$ cat config.mk
export PLATFORM = sky130hd
export DESIGN_NAME = paddle_ctrl
export DESIGN_NICKNAME = d
export VERILOG_FILES = /design/src/rtl/paddle_ctrl.sv
export SDC_FILE = /design/constraint.sdc
export NUM_CORES = 1
export LEC_CHECK = 0
export CAP_MARGIN = 5
export CORE_UTILIZATION = 35
export DETAILED_ROUTE_END_ITERATION = 6
export MAX_ROUTING_LAYER = met4
export PLACE_DENSITY = 0.59
export REMOVE_ABC_BUFFERS = 1
export SLEW_MARGIN = 20
export SYNTH_ARGS = -nofsm -noshare
export SYNTH_HDL_FRONTEND = slang
export SYNTH_SLANG_ARGS = --single-unit
$ cat constraint.sdc
create_clock -name clk -period 7.6 [get_ports clk]
set_input_delay 1.14 -clock clk [delete_from_list [all_inputs] [get_ports clk]]
set_output_delay 1.14 -clock clk [all_outputs]
set_load 0.1 [all_outputs]
$ cat src/rtl/paddle_ctrl.sv
// Paddle position controller for a Breakout-style playfield.
// Converts held left/right keys into paddle motion on a fixed move tick, with a slow phase
// that switches to fast motion after the key has been held for ACCEL_TICKS move ticks.
// The position is clamped to the playfield; recentre and enable override tick motion.
module paddle_ctrl #(
    parameter int unsigned SCREEN_W    = 640,
    parameter int unsigned PADDLE_W    = 64,
    parameter int unsigned X_INIT      = 288,
    parameter int unsigned STEP        = 2,
    parameter int unsigned FAST_STEP   = 6,
    parameter int unsigned TICK_DIV    = 250000,
    parameter int unsigned ACCEL_TICKS = 20
) (
    input  logic       clk,
    input  logic       reset,
    input  logic       L,
    input  logic       R,
    input  logic       enable,
    input  logic       recentre,
    output logic [9:0] x_pos,
    output logic       moving_l,
    output logic       moving_r,
    output logic       at_left,
    output logic       at_right
);

    localparam int unsigned TICK_W = (TICK_DIV > 1) ? $clog2(TICK_DIV) : 1;
    localparam int unsigned HOLD_W = (ACCEL_TICKS > 0) ? $clog2(ACCEL_TICKS + 1) : 1;

    localparam logic [TICK_W-1:0] LP_TICK_LAST = TICK_W'(TICK_DIV - 1);
    localparam logic [HOLD_W-1:0] LP_ACCEL     = HOLD_W'(ACCEL_TICKS);
    localparam logic [10:0]       LP_X_MAX     = 11'(SCREEN_W - PADDLE_W);
    localparam logic [9:0]        LP_X_INIT    = 10'(X_INIT);
    localparam logic [9:0]        LP_STEP      = 10'(STEP);
    localparam logic [9:0]        LP_FAST_STEP = 10'(FAST_STEP);

    typedef enum logic [2:0] {
        StStop  = 3'd0,
        StSlowL = 3'd1,
        StSlowR = 3'd2,
        StFastL = 3'd3,
        StFastR = 3'd4
    } state_e;

    typedef enum logic [1:0] {
        DirNone  = 2'd0,
        DirLeft  = 2'd1,
        DirRight = 2'd2
    } dir_e;

    // Registered state
    logic [TICK_W-1:0] r_tick_cnt;
    state_e            r_state;
    logic [HOLD_W-1:0] r_hold;
    logic [9:0]        r_x_pos;

    // Next-state and helper signals
    logic              w_tick;
    dir_e              w_dir;
    state_e            w_state_d;
    logic [HOLD_W-1:0] w_hold_d;
    logic [HOLD_W-1:0] w_hold_inc;
    logic [9:0]        w_x_d;
    logic [9:0]        w_step;
    logic [9:0]        w_x_left;
    logic [10:0]       w_sum;
    logic [9:0]        w_x_right;

    // Move tick divider, free-running regardless of enable
    always_ff @(posedge clk) begin
        if (reset) begin
            r_tick_cnt <= '0;
        end else if (r_tick_cnt == LP_TICK_LAST) begin
            r_tick_cnt <= '0;
        end else begin
            r_tick_cnt <= r_tick_cnt + 1'b1;
        end
    end

    assign w_tick = (r_tick_cnt == LP_TICK_LAST);

    // Decode key levels into a direction request; both keys held cancels out
    always_comb begin
        w_dir = DirNone;
        if (L && !R) begin
            w_dir = DirLeft;
        end else if (R && !L) begin
            w_dir = DirRight;
        end
    end

    // Clamped candidate positions for a left or right move at the current speed
    always_comb begin
        w_step    = (r_state == StFastL || r_state == StFastR) ? LP_FAST_STEP : LP_STEP;
        w_x_left  = (r_x_pos >= w_step) ? (r_x_pos - w_step) : 10'd0;
        w_sum     = {1'b0, r_x_pos} + {1'b0, w_step};
        w_x_right = (w_sum > LP_X_MAX) ? LP_X_MAX[9:0] : w_sum[9:0];
    end

    // Saturating increment of the key-hold counter
    always_comb begin
        w_hold_inc = r_hold;
        if (r_hold != LP_ACCEL) begin
            w_hold_inc = r_hold + 1'b1;
        end
    end

    // Next-state logic: recentre beats enable, enable beats tick motion
    always_comb begin
        w_state_d = r_state;
        w_hold_d  = r_hold;
        w_x_d     = r_x_pos;
        if (recentre) begin
            w_state_d = StStop;
            w_hold_d  = '0;
            w_x_d     = LP_X_INIT;
        end else if (!enable) begin
            w_state_d = StStop;
            w_hold_d  = '0;
        end else if (w_tick) begin
            unique case (r_state)
                StStop: begin
                    // Entering a slow state does not move on the entering tick
                    w_hold_d = '0;
                    if (w_dir == DirLeft) begin
                        w_state_d = StSlowL;
                    end else if (w_dir == DirRight) begin
                        w_state_d = StSlowR;
                    end
                end
                StSlowL: begin
                    if (w_dir == DirLeft) begin
                        w_x_d    = w_x_left;
                        w_hold_d = w_hold_inc;
                        if (w_hold_inc == LP_ACCEL) begin
                            w_state_d = StFastL;
                        end
                    end else if (w_dir == DirRight) begin
                        w_state_d = StSlowR;
                        w_hold_d  = '0;
                    end else begin
                        w_state_d = StStop;
                        w_hold_d  = '0;
                    end
                end
                StSlowR: begin
                    if (w_dir == DirRight) begin
                        w_x_d    = w_x_right;
                        w_hold_d = w_hold_inc;
                        if (w_hold_inc == LP_ACCEL) begin
                            w_state_d = StFastR;
                        end
                    end else if (w_dir == DirLeft) begin
                        w_state_d = StSlowL;
                        w_hold_d  = '0;
                    end else begin
                        w_state_d = StStop;
                        w_hold_d  = '0;
                    end
                end
                StFastL: begin
                    if (w_dir == DirLeft) begin
                        w_x_d    = w_x_left;
                        w_hold_d = w_hold_inc;
                    end else if (w_dir == DirRight) begin
                        w_state_d = StSlowR;
                        w_hold_d  = '0;
                    end else begin
                        w_state_d = StStop;
                        w_hold_d  = '0;
                    end
                end
                StFastR: begin
                    if (w_dir == DirRight) begin
                        w_x_d    = w_x_right;
                        w_hold_d = w_hold_inc;
                    end else if (w_dir == DirLeft) begin
                        w_state_d = StSlowL;
                        w_hold_d  = '0;
                    end else begin
                        w_state_d = StStop;
                        w_hold_d  = '0;
                    end
                end
                default: begin
                    // Unreachable encodings recover to a safe stopped state
                    w_state_d = StStop;
                    w_hold_d  = '0;
                end
            endcase
        end
    end

    // State, hold counter and position registers
    always_ff @(posedge clk) begin
        if (reset) begin
            r_state <= StStop;
            r_hold  <= '0;
            r_x_pos <= LP_X_INIT;
        end else begin
            r_state <= w_state_d;
            r_hold  <= w_hold_d;
            r_x_pos <= w_x_d;
        end
    end

    // Outputs derived only from registered state
    assign x_pos    = r_x_pos;
    assign moving_l = (r_state == StSlowL) || (r_state == StFastL);
    assign moving_r = (r_state == StSlowR) || (r_state == StFastR);
    assign at_left  = (r_x_pos == 10'd0);
    assign at_right = (r_x_pos == LP_X_MAX[9:0]);

endmodule

After elaboration in Yosys (flattened, before gate mapping)
Cells that the tools add are included.
{"block": "op_classes", "addsub": 4, "magnitude_cmp": 2, "eq_ne": 17, "mux": 23, "n_bitwise": 1, "reduce_logical": 17}
{"op": "two-way mux 10 bit", "n": 4}
{"op": "two-way mux 3 bit", "n": 9}
{"op": "case mux 10 bit (2 select lines)", "n": 1}
{"op": "adder 18 x 1 -> 18 bit, second input constant", "n": 1}
{"op": "== test 18 bit, second input constant", "n": 1}
{"op": "two-way mux 5 bit", "n": 3}
{"op": "case mux 3 bit (5 select lines)", "n": 1}
{"op": "adder 10 x 3 -> 11 bit", "n": 1}
{"op": "> comparator 11 x 10 -> 1 bit, second input constant", "n": 1}
{"op": "== test 10 bit, second input constant", "n": 1}
{"op": ">= comparator 10 x 3 -> 1 bit", "n": 1}
{"op": "zero test 10 bit", "n": 1}
{"op": "case mux 5 bit (2 select lines)", "n": 1}
{"op": "subtractor 10 x 3 -> 10 bit", "n": 1}
{"op": "inequality test 3 bit, second input constant", "n": 3}
{"op": "OR reduction 2 bit", "n": 4}
{"op": "== test 3 x 2 -> 1 bit, second input constant", "n": 2}
{"op": "two-way mux 2 bit", "n": 3}
{"op": "AND reduction 6 bit", "n": 1}
{"op": "adder 5 x 1 -> 5 bit, second input constant", "n": 1}
{"op": "== test 5 bit, second input constant", "n": 1}
{"op": "inequality test 5 bit, second input constant", "n": 1}
{"op": "AND reduction 5 bit", "n": 1}
{"op": "inequality test 2 x 1 -> 1 bit, second input constant", "n": 2}
{"op": "other kinds (13)", "n": 18}
{"block": "word_totals", "register_bits": 36, "output_inout_bits": 14, "elab_cells": 68}

Logic depth before layout (Yosys ltp)
{"block": "logic_depth", "depth_word": 8, "ltp_mapped": 13}

Worst setup path after synthesis
Ideal clock, no wire load.
{"block": "synth_timing", "kind": "reg2out", "from": "register r_x_pos[4], in the netlist x_pos[4]", "to": "output at_right", "arrival_ns": 3.754, "t_required_ns": 6.460, "slack_ns": 2.706, "stages_incl_launch_ff": 5, "cell_sequence": "dfxtp_1 > clkbuf_1 > or3_1 > or3_1 > nor3_1"}
{"block": "synth_between", "elab_chain_cells": 1}
{"item": "start: declaration", "line": "55", "source": "logic [9:0] r_x_pos;"}
{"item": "start signal: assignment", "line": "203", "source": "r_x_pos <= w_x_d;"}
{"item": "== test 10 bit", "line": "212", "source": "assign at_right = (r_x_pos == LP_X_MAX[9:0]);"}
{"item": "end: declaration", "line": "24", "source": "output logic at_right"}
No other way between the ends.

Worst setup path in the final report
{"block": "layout_timing", "from": "register r_x_pos[3], in the netlist x_pos[3]", "to": "output at_right"}
The elaborated chain is that of the path after synthesis.

==> impl_results.md <==
* GRT Util Overall at 16.2%
* Via count at 2277
* GR Util met2 at 26.3%
* Slew HR at 35.1%
* Area of the mapped netlist at approximately 2500 sq um
* Global route total overflow at 0
* R2r setup slk at 4.11 ns
* Sw Pwr at 0.0000767 W
* Yosys reg bits at 35
* Routability cong. at 0.907
* DRC violations left at 0
* Main combinational cell family by area after synthesis: simple AND/OR/NAND/NOR gates
* Met3 Use GR at 2.76%
* Die height at approximately 86 um
* Root Driver: clkbuf_8
* WL/cell at around 13 um
* DIE WIDTH at 86.2 um
* Number of global-route vias before repair at 2063
* First-pass GRT wire length at ~9400 um
* Cell Int Power at roughly 0.00027 W
* Seq pwr share at 53.1%
* IO Port Bufs at 18
* Net Sw Frac at a little over a fifth
* Clock Sinks at 35
* Status: complete, no violations
* Total Power at 0.000350 W
* Initial core utilization at 36.3%
* Synth cell types at 53
* Fmax at 249 MHz
* Share of synthesized registers carrying an async set or reset at 0%
* Syn Inst Count at 325
* Mux share of post-synthesis cell area at about 2.1%
* GR Util met1 at 20.1%
* Htree depth at 2
* Setup crit end kind: output pin
* # resized after CTS at 0
* Logic pwr share at 4.5%
* Share of cells above drive strength 1 at under 10%
* Final ANT Viol Nets at 0
* Most common cell on crit path: or3_1
* Seq/Total Area, Yosys at between 20% and 30%
* Clk Latency, worst-skew pair at between 0.2 and 0.3 ns
* Pin count of the biggest net entering global routing at 18
* Hold_buf cts at 0
* Fin Hold WS at 0.453 ns
* TritonCTS clock tree: done
* Crit path launch type: register
* Most Crowded Layer GR: met2
* TritonRoute pass-1 iters at 4
* Clock skew at 0.00422 ns
* Max-cap violations at 0
* Dpl cells at 423
* Rows at 30
* Ys Warns at 0
* RSZ-0062 raised after global routing: no
* CTS clk-pin slew, worst paths at 0.07 ns
* Post-layout minimum cycle time at 4.02 ns
* Worst path max stage delay at 1.15 ns
* Die ar. at 7430 sq um
* CTS buffer count at 5
* Clk buf depth at 2
* Synth Area in Compound Gates at 17.3%
* Kind of critical path: reg2out
* Leak at about 0.95 nW
* FILL cells at 733
* Final Setup Violations at 0
* Top delay family on crit path: buffers and inverters
* Crit-path max FO at 15
* Post-synth EDFFs at 0
* Final TNS setup at 0 ns
* Area Overhead vs Synth at 13.2%
* Clk pwr share at 42.4%
* Finished Layout Cells at around 430
* Simple-Gate Fraction of Synth Area at between 30% and 40%
* Top FF cell, synth: dfxtp_1
* Post-Synth XOR/XNOR Area at around 6.7%
* Tcrit/Tclk final at 52.9%
* Routed WL at 5590 um
* DP Wirelength at 4140 um
* Crit-path cells: or3_1 -> or3_1 -> nor3_1 -> clkdlybuf4s50_1
* Layout net count at 353
* First DRT Iteration DRCs at about 100
* Hold Vio Cnt, Final at 0
* Crit path required time at 6.46 ns
* Area share of fa/ha/maj cells after synthesis at 7.46%
* Peak VDD IR at 81.8 uV
* PD cells at between 100 and 150 nW/um^2
* # Post-CTS Setup Buffers at 0
* Worst hold path type: reg2reg
* Vias per inst at 5.28
* IO Pins at 20
* WP buf/inv at 1
* Ant diodes at 0
* Actual slew at the worst max-slew pin at roughly 1 ns
* Worst path slowest cell: clkdlybuf4s50_1
* Arr. time, crit path at 2.88 ns
* Core Box Area at roughly 6800 sq um
* Mean Syn Cell Area at ~7.6 sq um
* Max Slew Vio Count at 0
* Initial antenna violation count at 0
-- synth_stat cells, types with 8 or more instances --
library cell / number / area, sq um
xor2_1: 12 / 105
a21oi_1: 24 / 120
dfxtp_1: 35 / 701
nor2_1: 38 / 143
nand3_1: 12 / 60.1
clkbuf_1: 8 / 30.0
nand2_1: 29 / 109
inv_1: 12 / 45.0
nor2b_1: 10 / 62.6
o21ai_0: 18 / 90.1
nor3_1: 16 / 80.1
ha_1: 10 / 125
-- sequential cells by signal, summed over array words and instances, names as in the netlist --
signal      count
r_tick_cnt     18
r_state         3
r_hold          5
x_pos           9
-- through the flow --
| stage | setup slack [ns] | instance area (sq um) | utilization, % |
|---|---|---|---|
| detailed placement | 3.88 | 2710 | 39.7 |
| finish | 3.58 | 2810 | 41.1 |
| floorplan | 2.76 | 2410 | - |
| global placement | 3.93 | 2710 | 39.7 |
| CTS | 3.57 | 2810 | 41.1 |
| global route | 3.45 | 2810 | 41.1 |
-- kinds of logic after synthesis --
kind of cell,Yosys count
simple gates,154
compound gates,69
flops,35
buf+inv,29
xor+xnor,19
fa+ha+maj,13
mux,5
other cells,1
-- cells in the final DEF (no fill, tap or decap), types with 12 or more instances in the layout --
| cell type | Yosys | routed |
|---|---|---|
| nor2_1 | 38 | 38 |
| dfxtp_1 | 35 | 35 |
| nand2_1 | 29 | 29 |
| a21oi_1 | 24 | 24 |
| o21ai_0 | 18 | 18 |
| clkdlybuf4s50_1 | 0 | 18 |
| nor3_1 | 16 | 16 |
| inv_1 | 12 | 12 |
| xor2_1 | 12 | 12 |
| nand3_1 | 12 | 12 |
-- final cells by class --
type                       instances  area (sq um)  area share [%]
clock buffer                       8           100            3.56
inverter                          13          48.8            1.74
multi-input combinational        261          1660            59.1
sequential                        35           701            24.9
tap                               96           120            4.28
timing repair buffer              18           180            6.41
-- worst paths after layout --
path / endpoint / depth (start not counted) / start
setup / recovery: at_right / 4 / x_pos[3]
hold / removal: r_tick_cnt[0] / 1 / r_tick_cnt[0]
setup reg to reg: x_pos[7] / 12 / r_state[1]
hold reg to reg: r_tick_cnt[0] / 1 / r_tick_cnt[0]
-- metal layers --
metal  part of all wire, %  routed length [um]  up-vias
li1                      -                   -     1160
met1                    48                2670     1047
met2                    47                2600       64
met3                   4.3                 240        6
met4                   1.3                  74        0
met5                     0                   0        -
-- power groups by stage --
stage	clock network, W	logic, W	registers, W
finish	0.000149	0.0000157	0.000186
CTS	0.000154	0.0000159	0.000186
detailed placement	0	0.0000158	0.000190
floorplan	0	0.0000102	0.000190
global placement	0	0.0000158	0.000190
global route	0.000161	0.0000180	0.000186
Note: power is estimated with default switching activity, not from simulation.
